`config.mk`:
```
export PLATFORM = sky130hd
export DESIGN_NAME = wb_stage_seq
export DESIGN_NICKNAME = d
export VERILOG_FILES = /design/src/rtl/wb_pkg.sv /design/src/rtl/wb_load_ext.sv /design/src/rtl/wb_stage_seq.sv
export SDC_FILE = /design/constraint.sdc
export NUM_CORES = 1
export LEC_CHECK = 0
export BUFFER_PORTS_ARGS = -buffer_cell sky130_fd_sc_hd__clkbuf_2
export CORE_MARGIN = 1.5
export CORE_UTILIZATION = 51
export CTS_BUF_LIST = sky130_fd_sc_hd__clkbuf_16
export CTS_CLUSTER_DIAMETER = 50
export DETAILED_ROUTE_END_ITERATION = 10
export GPL_TIMING_DRIVEN = 0
export HOLD_SLACK_MARGIN = 0.05
export PLACE_DENSITY = 0.9
export SETUP_SLACK_MARGIN = 0.2
export SLEW_MARGIN = 30
export SYNTH_ARGS = -nofsm -noshare
export SYNTH_HDL_FRONTEND = slang
export SYNTH_SLANG_ARGS = --single-unit
```
`constraint.sdc`:
```
create_clock -name clk -period 3.45 [get_ports clk]
set_input_delay 0.345 -clock clk [delete_from_list [all_inputs] [get_ports clk]]
set_output_delay 0.345 -clock clk [all_outputs]
set_load 0.05 [all_outputs]
```
`src/rtl/wb_pkg.sv`:
```
// Shared encodings for the registered writeback stage: result sources,
// load-extension modes and controller states.
package wb_pkg;

  typedef logic [1:0] wb_src_t;
  typedef logic [1:0] wb_ld_mode_t;

  localparam wb_src_t SRC_ALU  = 2'b00;
  localparam wb_src_t SRC_MEM  = 2'b01;
  localparam wb_src_t SRC_PC   = 2'b10;
  localparam wb_src_t SRC_COND = 2'b11;

  localparam wb_ld_mode_t LD_WORD = 2'b00;
  localparam wb_ld_mode_t LD_BZX  = 2'b01;
  localparam wb_ld_mode_t LD_BSX  = 2'b10;

  localparam logic [0:0] ST_IDLE     = 1'b0;
  localparam logic [0:0] ST_WAIT_MEM = 1'b1;

endpackage

```
`src/rtl/wb_load_ext.sv`:
```
// Combinational load extender: word pass-through, or the low byte
// zero- or sign-extended to the full datapath width.
module wb_load_ext
  import wb_pkg::*;
#(
  parameter int DATA_W = 16
) (
  input  logic [DATA_W-1:0] mem_rdata,
  input  logic [1:0]        ld_mode,
  output logic [DATA_W-1:0] ext_data
);

  // Byte modes fill the whole word first, then overlay the low byte,
  // which keeps DATA_W == 8 legal (no zero-width replication).
  always_comb begin
    ext_data = mem_rdata;
    case (ld_mode)
      LD_WORD: begin
        ext_data = mem_rdata;
      end
      LD_BZX: begin
        ext_data      = {DATA_W{1'b0}};
        ext_data[7:0] = mem_rdata[7:0];
      end
      LD_BSX: begin
        ext_data      = {DATA_W{mem_rdata[7]}};
        ext_data[7:0] = mem_rdata[7:0];
      end
      default: begin
        ext_data = mem_rdata;
      end
    endcase
  end

endmodule

```
`src/rtl/wb_stage_seq.sv`:
```
// Registered writeback stage: accepts one retiring op per cycle, parks on
// outstanding loads, and drives a registered register-file write port.
module wb_stage_seq
  import wb_pkg::*;
#(
  parameter int DATA_W = 16,
  parameter int REG_AW = 3,
  parameter int CNT_W  = 16
) (
  input  logic              clk,
  input  logic              rst,
  input  logic              in_valid,
  output logic              in_ready,
  input  logic [1:0]        in_src,
  input  logic [1:0]        in_ld_mode,
  input  logic              in_reg_write,
  input  logic [REG_AW-1:0] in_rd,
  input  logic [DATA_W-1:0] in_pc_inc,
  input  logic [DATA_W-1:0] in_data,
  input  logic              in_cond,
  input  logic              mem_done,
  input  logic [DATA_W-1:0] mem_rdata,
  output logic              rf_we,
  output logic [REG_AW-1:0] rf_waddr,
  output logic [DATA_W-1:0] rf_wdata,
  output logic [CNT_W-1:0]  retired
);

  logic [0:0]        state_r;
  logic [0:0]        state_nxt_s;
  logic [REG_AW-1:0] pend_rd_r;
  logic              pend_we_r;
  logic [1:0]        pend_mode_r;

  logic              rf_we_r;
  logic [REG_AW-1:0] rf_waddr_r;
  logic [DATA_W-1:0] rf_wdata_r;
  logic [CNT_W-1:0]  retired_r;

  logic              idle_s;
  logic              accept_s;
  logic              complete_s;
  logic              go_wait_s;
  logic              wr_we_s;
  logic [REG_AW-1:0] wr_rd_s;
  logic [DATA_W-1:0] wr_data_s;
  logic [DATA_W-1:0] sel_data_s;
  logic [DATA_W-1:0] ext_s;
  logic [1:0]        ext_mode_s;

  assign idle_s   = (state_r == ST_IDLE);
  assign accept_s = in_valid && idle_s;
  assign in_ready = idle_s;

  assign rf_we    = rf_we_r;
  assign rf_waddr = rf_waddr_r;
  assign rf_wdata = rf_wdata_r;
  assign retired  = retired_r;

  // A parked load must be extended with the mode captured at accept time.
  always_comb begin
    ext_mode_s = in_ld_mode;
    if (idle_s) begin
      ext_mode_s = in_ld_mode;
    end else begin
      ext_mode_s = pend_mode_r;
    end
  end

  wb_load_ext #(
    .DATA_W (DATA_W)
  ) u_load_ext (
    .mem_rdata (mem_rdata),
    .ld_mode   (ext_mode_s),
    .ext_data  (ext_s)
  );

  // Result select for an op accepted this cycle.
  always_comb begin
    sel_data_s = in_data;
    case (in_src)
      SRC_ALU: begin
        sel_data_s = in_data;
      end
      SRC_MEM: begin
        sel_data_s = ext_s;
      end
      SRC_PC: begin
        sel_data_s = in_pc_inc;
      end
      SRC_COND: begin
        sel_data_s    = {DATA_W{1'b0}};
        sel_data_s[0] = in_cond;
      end
      default: begin
        sel_data_s = in_data;
      end
    endcase
  end

  // Decide whether an op completes this cycle and which fields it writes.
  always_comb begin
    complete_s = 1'b0;
    go_wait_s  = 1'b0;
    wr_we_s    = in_reg_write;
    wr_rd_s    = in_rd;
    wr_data_s  = sel_data_s;
    if (idle_s) begin
      if (accept_s) begin
        if ((in_src == SRC_MEM) && !mem_done) begin
          go_wait_s = 1'b1;
        end else begin
          complete_s = 1'b1;
        end
      end else begin
        complete_s = 1'b0;
      end
    end else begin
      complete_s = mem_done;
      wr_we_s    = pend_we_r;
      wr_rd_s    = pend_rd_r;
      wr_data_s  = ext_s;
    end
  end

  // Next-state selection between IDLE and WAIT_MEM.
  always_comb begin
    state_nxt_s = state_r;
    case (state_r)
      ST_IDLE: begin
        if (go_wait_s) begin
          state_nxt_s = ST_WAIT_MEM;
        end else begin
          state_nxt_s = ST_IDLE;
        end
      end
      ST_WAIT_MEM: begin
        if (mem_done) begin
          state_nxt_s = ST_IDLE;
        end else begin
          state_nxt_s = ST_WAIT_MEM;
        end
      end
      default: begin
        state_nxt_s = ST_IDLE;
      end
    endcase
  end

  // Controller state and the fields of a parked load.
  always_ff @(posedge clk) begin
    if (rst) begin
      state_r     <= ST_IDLE;
      pend_rd_r   <= {REG_AW{1'b0}};
      pend_we_r   <= 1'b0;
      pend_mode_r <= 2'b00;
    end else begin
      state_r <= state_nxt_s;
      if (go_wait_s) begin
        pend_rd_r   <= in_rd;
        pend_we_r   <= in_reg_write;
        pend_mode_r <= in_ld_mode;
      end
    end
  end

  // Write port and retire counter; address/data hold between completions.
  always_ff @(posedge clk) begin
    if (rst) begin
      rf_we_r    <= 1'b0;
      rf_waddr_r <= {REG_AW{1'b0}};
      rf_wdata_r <= {DATA_W{1'b0}};
      retired_r  <= {CNT_W{1'b0}};
    end else begin
      rf_we_r <= complete_s && wr_we_s;
      if (complete_s) begin
        rf_waddr_r <= wr_rd_s;
        rf_wdata_r <= wr_data_s;
        retired_r  <= retired_r + CNT_W'(1);
      end
    end
  end

endmodule

```
==> reports/qor.log, run 1 <==
INFO  timing         timing.fmax=429MHz
INFO  yosys          synth-edff-count=0
INFO  yosys          yosys_register_bits=43
INFO  yosys          yosys.cell_count.top_type=dfxtp_1
INFO  pwr            fin_total_pwr=1340µW
INFO  timing         rsz_0062_raised_after_global_routing=no
INFO  setup_path     setup.worst_path.class=register to register
INFO  yosys          synth_cell_types=37
INFO  yosys          synthesized_cell_area=2190µm²
INFO  placed_design  post-dp-hpwl=4610µm
INFO  hold_path      cell_depth_of_the_worst_hold_path=3
INFO  clocking       worst_skew_pair.late_latency=290ps
INFO  grt            via_count_of_the_first_global_routing_pass=1990
INFO  yosys          synthesis.area_per_instance=8.95µm²
INFO  yosys          postSynthCellCount=245
INFO  setup_path     worstRegToRegCells=7
INFO  yosys          synth_top_area_share=39.2%
INFO  floorplanning  die_height=68.6µm
INFO  cells_and_area num-nets-final=410
INFO  timing         timing_hold_violations_final=0
INFO  run            drv.max_cap_violation_count=0
INFO  timing         report.final.setup_viol=0
INFO  grt            globalRoute.totalOverflow=0
INFO  pwr            power_per_cell_area=461nW/µm²
INFO  grt            gr-usage-all-layers=26.2%
INFO  drt            drc=0
INFO  pwr            worst_ir_drop_vdd=407µV
INFO  cells_and_area layout-drive-gt1-share=37.6%
INFO  floorplanning  ioPinCount=98
INFO  drt            wirelength=6240µm
INFO  yosys          yosysSeqAreaShare=39.2%
INFO  timing         final-max-slew-violation-count=0
INFO  yosys          synth_top_area_cell=dfxtp_1
INFO  floorplanning  floorplan.initialDensity=54.1%
INFO  drt            routedWlPerCell=15.7µm
INFO  timing         period_utilisation_layout=67.6%
INFO  drt            vias_per_cell=5.81
INFO  setup_path     cp.arrival=2490ps
INFO  cells_and_area area_delta_synth_final=32.0%
INFO  grt            grt_pass1_wl=9150µm
INFO  setup_path     regToRegStartpoint=state_r
INFO  drt            first_iteration_detailed_routing_drc_count=186
INFO  setup_path     timing.critical_path.to_type=register
INFO  yosys          yosysWarnings=0
INFO  floorplanning  overall_die_width=68.6µm
INFO  timing         slew-limit-headroom=62.4%
INFO  setup_path     critPathRequiredTime=3600ps
INFO  clocking       cts_root_buffer=clkbuf_16
INFO  timing         clock_skew=6.32ps
INFO  grt            grt_antenna_before_repair=0
INFO  setup_path     timing.critical_path.from_type=register
INFO  setup_path     reg2reg_to=rf_wdata[8]
INFO  timing         sum_of_negative_setup_slack=0ps
INFO  grt            grt_start_max_net_pins=14
INFO  clocking       path_clk_slew=60ps
INFO  timing         final.min_clock_period=2330ps
INFO  placed_design  place_congestion=0.871
INFO  clocking       cts_tree=built
INFO  pwr            power.leakage=0.00130µW
INFO  clocking       cts-hold-fix-buffers=0
INFO  drt            routed-via-count=2311
INFO  cells_and_area diodes=0
INFO  outcome        run_status=complete, no violations
INFO  yosys          synth.cells.most_frequent=43 x dfxtp_1, 34 x nor2_1, 19 x mux2_2, 17 x nor3_1, 15 x a221oi_1
INFO  yosys          synth_nets=308
INFO  yosys          synth_top_flop_cell=dfxtp_1
INFO  clocking       cts_post_setup_buffers_inserted=0
INFO  hold_path      hold_path_startpoint=in_rd[0]
INFO  clocking       cts_buffers=5
INFO  setup_path     critical_path.max_fanout=10
INFO  floorplanning  die-area=4700µm²
INFO  clocking       max-clock-path-buffers=2
INFO  drt            drtAntennaViolNets=0
INFO  yosys          synthTopCellsByArea=dfxtp_1 39%, mux2_2 9.8%, a221oi_1 6.0%
INFO  clocking       ctsResizeCount=0
INFO  drt            drt-pass1-iter-count=6
INFO  clocking       htree_num_levels=2
INFO  setup_path     regToRegSetupSlack=1120ps
INFO  timing         tightest_hold_margin=314ps
INFO  clocking       clock_sinks=43
INFO  timing         tightest_slew=564ps
INFO  floorplanning  core_area=4060µm²
INFO  placed_design  io_buffer_count=95
INFO  floorplanning  row_count=23
INFO  yosys          postSynth.asyncResetShare=0%
INFO  hold_path      timing.hold.worst.class=input pin to register
INFO  hold_path      holdPathEnd=pend_rd_r[0]
-- per-stage QoR --
stage / std cells / setup WS (ps) / util (%) / cell area (µm²)
after floorplan: 245 / 1450 / - / 2190
after global placement: 390 / 1300 / 67.3 / 2730
after detailed placement: 390 / 1200 / 67.3 / 2730
after CTS: 398 / 1160 / 71.4 / 2900
after global routing: 398 / 980 / 71.4 / 2900
final: 398 / 1120 / 71.4 / 2900
-- report_power, final --
group          switching (µW)  leakage, µW  internal [µW]
clock                     189    0.0000812            337
combinational             177     0.000872           96.1
sequential               14.7     0.000351            521
total                     381      0.00130            954
-- cells by family after synthesis --
family	synth area share, %
AOI/OAI and AO/OA	16.3
xor gates and xnor gates	1.60
adders and majority gates	1.14
buffers and inverters	4.51
DFF	39.2
muxes	15.9
and+or+nand+nor	21.3
-- worst max-delay path, cell delays in order (launching register included) --
cell	delay [ps]
dfxtp_1	410
buf_2	290
mux2_2	370
ha_1	260
buf_1	190
a22o_1	240
a221oi_1	330
nor3_1	100
-- cells in the final DEF (no fill, tap or decap), drive strengths merged, types with 2 or more instances in the layout --
| cell | synthesis | routed |
|---|---|---|
| clkbuf | 10 | 110 |
| dfxtp | 43 | 43 |
| nor2 | 34 | 34 |
| mux2 | 20 | 20 |
| nor3 | 17 | 17 |
| a221oi | 15 | 15 |
| mux2i | 12 | 12 |
| nand2 | 12 | 12 |
| a21oi | 11 | 11 |
| nand3 | 9 | 9 |
| buf | 9 | 9 |
| a22o | 8 | 8 |
| or4 | 8 | 8 |
| o31ai | 7 | 7 |
| nor2b | 4 | 4 |
| inv | 3 | 3 |
| and3 | 3 | 3 |
| a211oi | 3 | 3 |
| xnor2 | 2 | 2 |
| xor2 | 2 | 2 |
| o21ai | 2 | 2 |
| ha | 2 | 2 |
| clkinv | 0 | 2 |
-- state kept, by name (all words and copies together), names as in the netlist --
signal       flops
rf_waddr         3
pend_rd_r        3
rf_we            1
state_r          1
pend_we_r        1
rf_wdata        16
retired         16
pend_mode_r      2
-- worst max-delay path by stage --
stage,startpoint,slack (ps),depth (start not counted),endpoint
4_1_cts,state_r,1160,7,rf_wdata[8]
6_report,state_r,1120,7,rf_wdata[8]
3_3_place_gp,state_r,1300,7,rf_wdata[15]
2_1_floorplan,state_r,1450,7,rf_wdata[14]
3_5_place_dp,state_r,1200,7,rf_wdata[13]
5_1_grt,state_r,980,7,rf_wdata[8]
-- per-layer routing --
layer	vias to the layer above	track usage (%)	wire length, µm
met5	-	0	0
met4	0	10.8	145
met3	13	7.14	343
met2	77	44.8	3230
met1	1104	30.8	2520
li1	1117	-	-
-- area by class of cell --
class | count | area (µm²)
fill | 302 | 1160
timing repair buffer | 95 | 475
clock buffer | 5 | 125
sequential | 43 | 861
tap | 50 | 62.6
inverter | 3 | 11.3
buffer | 19 | 87.6
multi-input combinational | 180 | 1230
clock inverter | 3 | 38.8
No activity file was read; power rests on OpenSTA's default activity.
==> run 2: changes to the inputs <==
CORE_UTILIZATION = 42   (was 51)
PLACE_DENSITY = 0.79   (was 0.9)
clock period = 2 ns   (was 3.45 ns; I/O delays follow)
==> run 2 against run 1 <==
Effect of this change: clock-buffer cell count unchanged; critical path depth unchanged; first-iteration DRC count down 48%; maximum frequency up 32%; die area up 20%; flip-flop and latch count unchanged; critical path type unchanged; clock power up 44%; final cell count up 5.0%.
==> reports/qor.log, run 2 (synthesis gave the netlist of run 1 again) <==
INFO  outcome        run_status=complete, no violations
INFO  floorplanning  die-area=5660µm²
INFO  cells_and_area num-nets-final=410
INFO  clocking       cts-hold-fix-buffers=0
INFO  pwr            power.leakage=0.00135µW
INFO  setup_path     setup.worst_path.class=register to register
INFO  placed_design  post-dp-hpwl=4390µm
INFO  run            drv.max_cap_violation_count=0
INFO  hold_path      holdPathEnd=pend_rd_r[0]
INFO  timing         report.final.setup_viol=0
INFO  timing         tightest_hold_margin=167ps
INFO  timing         sum_of_negative_setup_slack=0ps
INFO  drt            routedWlPerCell=13.7µm
INFO  cells_and_area layout_common_cells=97 x clkbuf_2, 36 x dfxtp_1, 34 x nor2_1, 18 x mux2_2, 16 x nor3_1
INFO  floorplanning  core_area=5070µm²
INFO  pwr            worst_ir_drop_vdd=567µV
INFO  grt            grt_pass1_wl=8600µm
INFO  clocking       worst_skew_pair.late_latency=280ps
INFO  setup_path     timing.critical_path.to_type=register
INFO  cells_and_area layout-drive-gt1-share=43.7%
INFO  hold_path      cell_depth_of_the_worst_hold_path=3
INFO  timing         rsz_0062_raised_after_global_routing=yes
INFO  floorplanning  die_height=75.3µm
INFO  pwr            clkPwrFrac=35.0%
INFO  placed_design  place_congestion=0.848
INFO  setup_path     timing.critical_path.slowest_cell_delay=370ps
INFO  clocking       cts_root_buffer=clkbuf_16
INFO  clocking       max-clock-path-buffers=2
INFO  drt            drt-pass1-iter-count=4
INFO  setup_path     regToRegSetupSlack=230ps
INFO  setup_path     worstRegToRegCells=7
INFO  drt            wirelength=5720µm
INFO  clocking       path_clk_slew=60ps
INFO  drt            drtAntennaViolNets=0
INFO  setup_path     path_buf_inv=2
INFO  floorplanning  ioPinCount=98
INFO  grt            via_count_of_the_first_global_routing_pass=1922
INFO  floorplanning  overall_die_width=75.3µm
INFO  pwr            power.internal=1530µW
INFO  setup_path     regToRegStartpoint=state_r
INFO  clocking       cts_tree=built
INFO  clocking       htree_num_levels=2
INFO  floorplanning  floorplan.initialDensity=43.2%
INFO  pwr            switchingPower=643µW
INFO  pwr            swShare=29.6%
INFO  pwr            p_comb_share=22.6%
INFO  clocking       cts_buffers=5
INFO  grt            grt_start_max_net_pins=13
INFO  grt            gr-usage-all-layers=20.1%
INFO  timing         slew-limit-headroom=61.8%
INFO  cells_and_area final_common_cell=clkbuf_2
INFO  timing         tightest_slew=572ps
INFO  setup_path     timing.critical_path.slowest_stage_cell=dfxtp_4
INFO  setup_path     reg2reg_to=rf_wdata[13]
INFO  cells_and_area diodes=0
INFO  setup_path     largest_delay_share_family_worst_path=compound AO/OA/AOI/OAI gates
INFO  timing         final.min_clock_period=1770ps
INFO  setup_path     critical_path.max_fanout=8
INFO  cells_and_area fillers=478
INFO  pwr            power_per_cell_area=724nW/µm²
INFO  cells_and_area area_delta_synth_final=37.0%
INFO  placed_design  io_buffer_count=95
INFO  timing         period_utilisation_layout=88.4%
INFO  cells_and_area final_core_utilization=59.2%
INFO  setup_path     critPathRequiredTime=2150ps
INFO  hold_path      timing.hold.worst.class=input pin to register
INFO  setup_path     critical_path_cell_sequence=buf_8 > mux2_4 > ha_4 > buf_6 > a22o_1 > a221oi_2 > nor3_2
INFO  drt            drc=0
INFO  clocking       clock_sinks=43
INFO  drt            first_iteration_detailed_routing_drc_count=97
INFO  grt            globalRoute.totalOverflow=0
INFO  setup_path     timing.critical_path.from_type=register
INFO  hold_path      hold_path_startpoint=in_rd[0]
INFO  timing         clock_skew=6.91ps
INFO  timing         final-max-slew-violation-count=0
INFO  drt            vias_per_cell=5.31
INFO  floorplanning  row_count=26
INFO  pwr            power.sequential.fraction=42.4%
INFO  grt            grt_antenna_before_repair=0
INFO  setup_path     cp.arrival=1910ps
INFO  drt            routed-via-count=2221
INFO  timing         timing.fmax=566MHz
INFO  timing         timing_hold_violations_final=0
run 2: cell types whose count changed in the layout (fill, tap and decap cells not counted), sizes merged:
cell	before	now
bufinv	1	0
inv	3	5
clkinv	2	1
run 2: worst max path at each step:
stage | from | endpoint | slack [ps] | cells past startpoint
floorplan | retired[8] | retired[12] | 200 | 4
global placement | state_r | rf_wdata[12] | 120 | 7
detailed placement | state_r | rf_wdata[11] | 110 | 7
CTS | state_r | rf_wdata[13] | 210 | 7
global route | state_r | rf_wdata[13] | 180 | 7
finish | state_r | rf_wdata[13] | 230 | 7
run 2: power groups by stage:
stage | logic (µW) | clock network (µW) | registers [µW]
floorplan | 215 | 0 | 1070
global placement | 481 | 0 | 941
detailed placement | 488 | 0 | 942
CTS | 491 | 780 | 922
global route | 530 | 823 | 927
finish | 492 | 760 | 922
run 2: final cells by class:
cell class                      instances  area [µm²]  area share (%)
Buffer                                 18         104            3.46
Clock buffer                            5         125            4.16
Clock inverter                          3        12.5           0.416
Inverter                                3        11.3           0.375
Multi-Input combinational cell        180        1310            43.6
Sequential cell                        43         872            29.0
Tap cell                               70        87.6            2.92
Timing Repair Buffer                   96         483            16.1
run 2: what timing repair did:
item,4_1_cts,5_1_grt
endpoints found under the setup margin,10,16
setup buffers,1,0
pin swaps,0,5
resized for setup,2,7
run 2: routing by layer:
layer  share of wire, %  routed length [µm]  track usage [%]
met5                  0                   0                0
met2                 50                2890             33.9
met3                5.4                 308             6.69
met4               0.96                  55             5.56
met1                 43                2470             24.4
run 2: through the flow:
stage          total power (µW)  cell area (µm²)  cells  worst slack [ps]
5_1_grt                    2280             3000    418               181
3_5_place_dp               1430             2840    410               110
2_1_floorplan              1290             2280    245               204
6_report                   2170             3000    418               232
4_1_cts                    2190             2990    418               207
3_3_place_gp               1420             2840    410               121
run 2: worst reg2reg max path, cell delays in order, from the launching register on:
cell and delay, ps:
dfxtp_4 370, buf_8 120, mux2_4 310, ha_4 210, buf_6 130, a22o_1 180
a221oi_2 260, nor3_2 60
==> run 3: changes to the inputs <==
ABC_AREA = 1   (was unset)
CORE_UTILIZATION = 43   (was 42)
PLACE_DENSITY = 0.8   (was 0.79)
==> run 3 against run 2 <==
Effect of this change: routed wire length rose by 19%; clock-buffer cell count is the same; worst hold slack worse by 8.1 ps; synthesized area up 6.2%; core utilization rose by 0.84 points; register-to-register slack better by 60 ps; global-route usage is 3.5 points higher; critical path type unchanged; largest power group unchanged; highest routed layer unchanged.
==> reports/qor.log, run 3 <==
INFO  pwr            power_per_cell_area=746nW/µm²
INFO  drt            vias_per_cell=5.10
INFO  setup_path     setup.worst_path.class=register to register
INFO  placed_design  place_congestion=0.877
INFO  pwr            power.leakage=0.00147µW
INFO  cells_and_area area.sequential=861µm²
INFO  yosys          synth_top_flop_cell=dfxtp_1
INFO  drt            drc=0
INFO  setup_path     critical_path.max_fanout=10
INFO  yosys          synth.cells.most_frequent=117 x nand2_1, 49 x nor2_1, 43 x dfxtp_1, 36 x a21oi_1, 30 x o21ai_0
INFO  floorplanning  row_count=26
INFO  floorplanning  die_height=76.6µm
INFO  floorplanning  die-area=5870µm²
INFO  grt            gr-usage-all-layers=23.6%
INFO  setup_path     critPathRequiredTime=2170ps
INFO  timing         tightest_hold_margin=159ps
INFO  hold_path      cell_depth_of_the_worst_hold_path=3
INFO  grt            grt_antenna_before_repair=0
INFO  grt            via_count_of_the_first_global_routing_pass=2424
INFO  timing         final.min_clock_period=1700ps
INFO  yosys          synth_cell_types=28
INFO  drt            first_iteration_detailed_routing_drc_count=205
INFO  clocking       cts_root_buffer=clkbuf_16
INFO  placed_design  post-dp-hpwl=5040µm
INFO  setup_path     crit_top_cell=nand2_1
INFO  setup_path     cp.arrival=1870ps
INFO  grt            grt_start_max_net_pins=13
INFO  cells_and_area num-nets-final=528
INFO  drt            drtAntennaViolNets=0
INFO  floorplanning  overall_die_width=76.6µm
INFO  outcome        run_status=complete, no violations
INFO  cells_and_area final_common_cell=nand2_1
INFO  yosys          synthesis.area_per_instance=6.47µm²
INFO  cells_and_area fillers=492
INFO  yosys          synth-edff-count=0
INFO  yosys          postSynthCellCount=360
INFO  hold_path      timing.hold.worst.class=input pin to register
INFO  clocking       clock_sinks=43
INFO  yosys          synthTopCellsByArea=dfxtp_1 37%, nand2_1 19%, nor2_1 7.9%
INFO  drt            routedWlPerCell=12.7µm
INFO  grt            globalRoute.totalOverflow=0
INFO  yosys          synth_nets=423
INFO  timing         timing.fmax=587MHz
INFO  timing         final-max-slew-violation-count=0
INFO  yosys          yosys.cell_count.top_type=nand2_1
INFO  drt            drt-pass1-iter-count=5
INFO  placed_design  io_buffer_count=96
INFO  clocking       path_clk_slew=60ps
INFO  setup_path     timing.critical_path.to_type=register
INFO  clocking       cts_tree=built
INFO  yosys          synth_top_family_by_area=simple AND/OR/NAND/NOR gates
INFO  drt            routed-via-count=2729
INFO  cells_and_area layout-drive-gt1-share=28.4%
INFO  yosys          synth_top_area_share=36.9%
INFO  yosys          synth-xor-area-share=0.752%
INFO  clocking       worst_skew_pair.late_latency=280ps
INFO  yosys          synth_top_area_cell=dfxtp_1
INFO  timing         sum_of_negative_setup_slack=0ps
INFO  floorplanning  floorplan.initialDensity=45.0%
INFO  yosys          fraction_of_the_mapped_netlist_area_in_adder_cells=1.07%
INFO  timing         period_utilisation_layout=85.2%
INFO  grt            grt_pass1_wl=11300µm
INFO  yosys          postSynth.asyncResetShare=0%
INFO  timing         clock_skew=4.96ps
INFO  cells_and_area multiInputGateArea=1280µm²
INFO  floorplanning  ioPinCount=98
INFO  timing         report.final.setup_viol=0
INFO  yosys          synth-compound-area-share=18.6%
INFO  setup_path     worstRegToRegCells=11
INFO  clocking       htree_num_levels=2
INFO  clocking       max-clock-path-buffers=2
INFO  setup_path     timing.critical_path.slowest_stage_cell=dfxtp_1
INFO  drt            wirelength=6820µm
INFO  clocking       cts-hold-fix-buffers=0
INFO  timing         timing_hold_violations_final=0
INFO  yosys          yosysSeqAreaShare=36.9%
INFO  setup_path     timing.critical_path.from_type=register
INFO  pwr            worst_ir_drop_vdd=399µV
INFO  yosys          synth-simple-area-share=33.9%
INFO  cells_and_area diodes=0
INFO  timing         rsz_0062_raised_after_global_routing=no
INFO  cells_and_area final_core_utilization=60.0%
INFO  yosys          synth_mux_area_share=0%
INFO  setup_path     timing.critical_path.slowest_cell_delay=320ps
INFO  setup_path     critical_path_cell_sequence=buf_6 > inv_4 > buf_8 > nand2_1 > o21ai_0 > ha_1 > buf_4 > nand2_1 > nand2_1 > a21oi_1 > a21oi_1
INFO  timing         slew-limit-headroom=66.0%
INFO  cells_and_area layout_common_cells=117 x nand2_1, 96 x clkbuf_2, 49 x nor2_1, 43 x dfxtp_1, 32 x a21oi_1
INFO  clocking       cts_buffers=5
INFO  floorplanning  core_area=5170µm²
INFO  yosys          yosysWarnings=0
INFO  yosys          yosys_register_bits=43
INFO  cells_and_area area_delta_synth_final=33.3%
INFO  timing         tightest_slew=509ps
INFO  run            drv.max_cap_violation_count=0
INFO  yosys          synthesized_cell_area=2330µm²
run 3: changes by cell type after synthesis, moves of 15 or more:
| cell | delta |
|---|---|
| a221oi_1 | -15 |
| mux2_2 | -19 |
| nand2_1 | +106 |
| o21ai_0 | +28 |
| inv_1 | +19 |
| nor2_1 | +15 |
| a21oi_1 | +25 |
run 3: layout make-up:
type                    instances  area share [%]
plain buffers                  16            3.91
clock inverters                 2            1.09
well taps                      70            2.82
clock buffers                   5            4.03
flip-flops and latches         43            27.7
inverters                      26            3.22
repair buffers                 98            16.0
multi-input cells             275            41.3
run 3: final timing paths:
path                  start             end  slack, ps
max                 state_r    rf_wdata[15]        300
min            mem_rdata[6]     rf_wdata[6]        160
max reg2reg         state_r    rf_wdata[15]        300
min reg2reg  pend_mode_r[0]  pend_mode_r[0]        460
run 3: cell families (layout without fill, tap and decap cells):
group / Yosys count / count (layout)
compound gates: 81 / 81
simple gates: 190 / 190
xor+xnor: 2 / 2
buf+inv: 42 / 147
fa+ha+maj: 2 / 2
flops: 43 / 43
run 3: metal layers:
layer	track usage (%)	part of all wire (%)	routed length, µm
met1	30.0	44	3010
met2	40.5	48	3290
met3	4.07	5.8	395
met4	7.04	1.9	127
met5	0	0	0
run 3: power by group:
| part | switching, µW | internal, µW | total (µW) | leakage (µW) |
|---|---|---|---|---|
| sequential | 23.3 | 901 | 924 | 0.000352 |
| combinational | 340 | 156 | 496 | 0.00104 |
| clock | 320 | 577 | 897 | 0.0000811 |
run 3: metrics by stage:
step	setup slack (ps)	cells	instance area, µm²	power (µW)
6_report	297	535	3110	2320
5_1_grt	200	535	3110	2410
4_1_cts	210	533	3070	2330
3_5_place_dp	-76.6	526	2900	1420
3_3_place_gp	-46.7	526	2900	1410
2_1_floorplan	279	360	2330	1270
run 3: repair_timing:
item / CTS / global route
pin swaps: 0 / 0
gates resized for setup: 4 / 9
setup buffers: 0 / 2
setup endpoints to repair: 8 / 8
endpoints found under the hold margin: 0 / 0
run 3: critical path, delay by kind of cell (launching register included):
kind / cells / cell delay, ps
flops: 1 / 320
compound gates: 3 / 330
fa+ha+maj: 1 / 270
buf+inv: 4 / 500
simple gates: 3 / 160
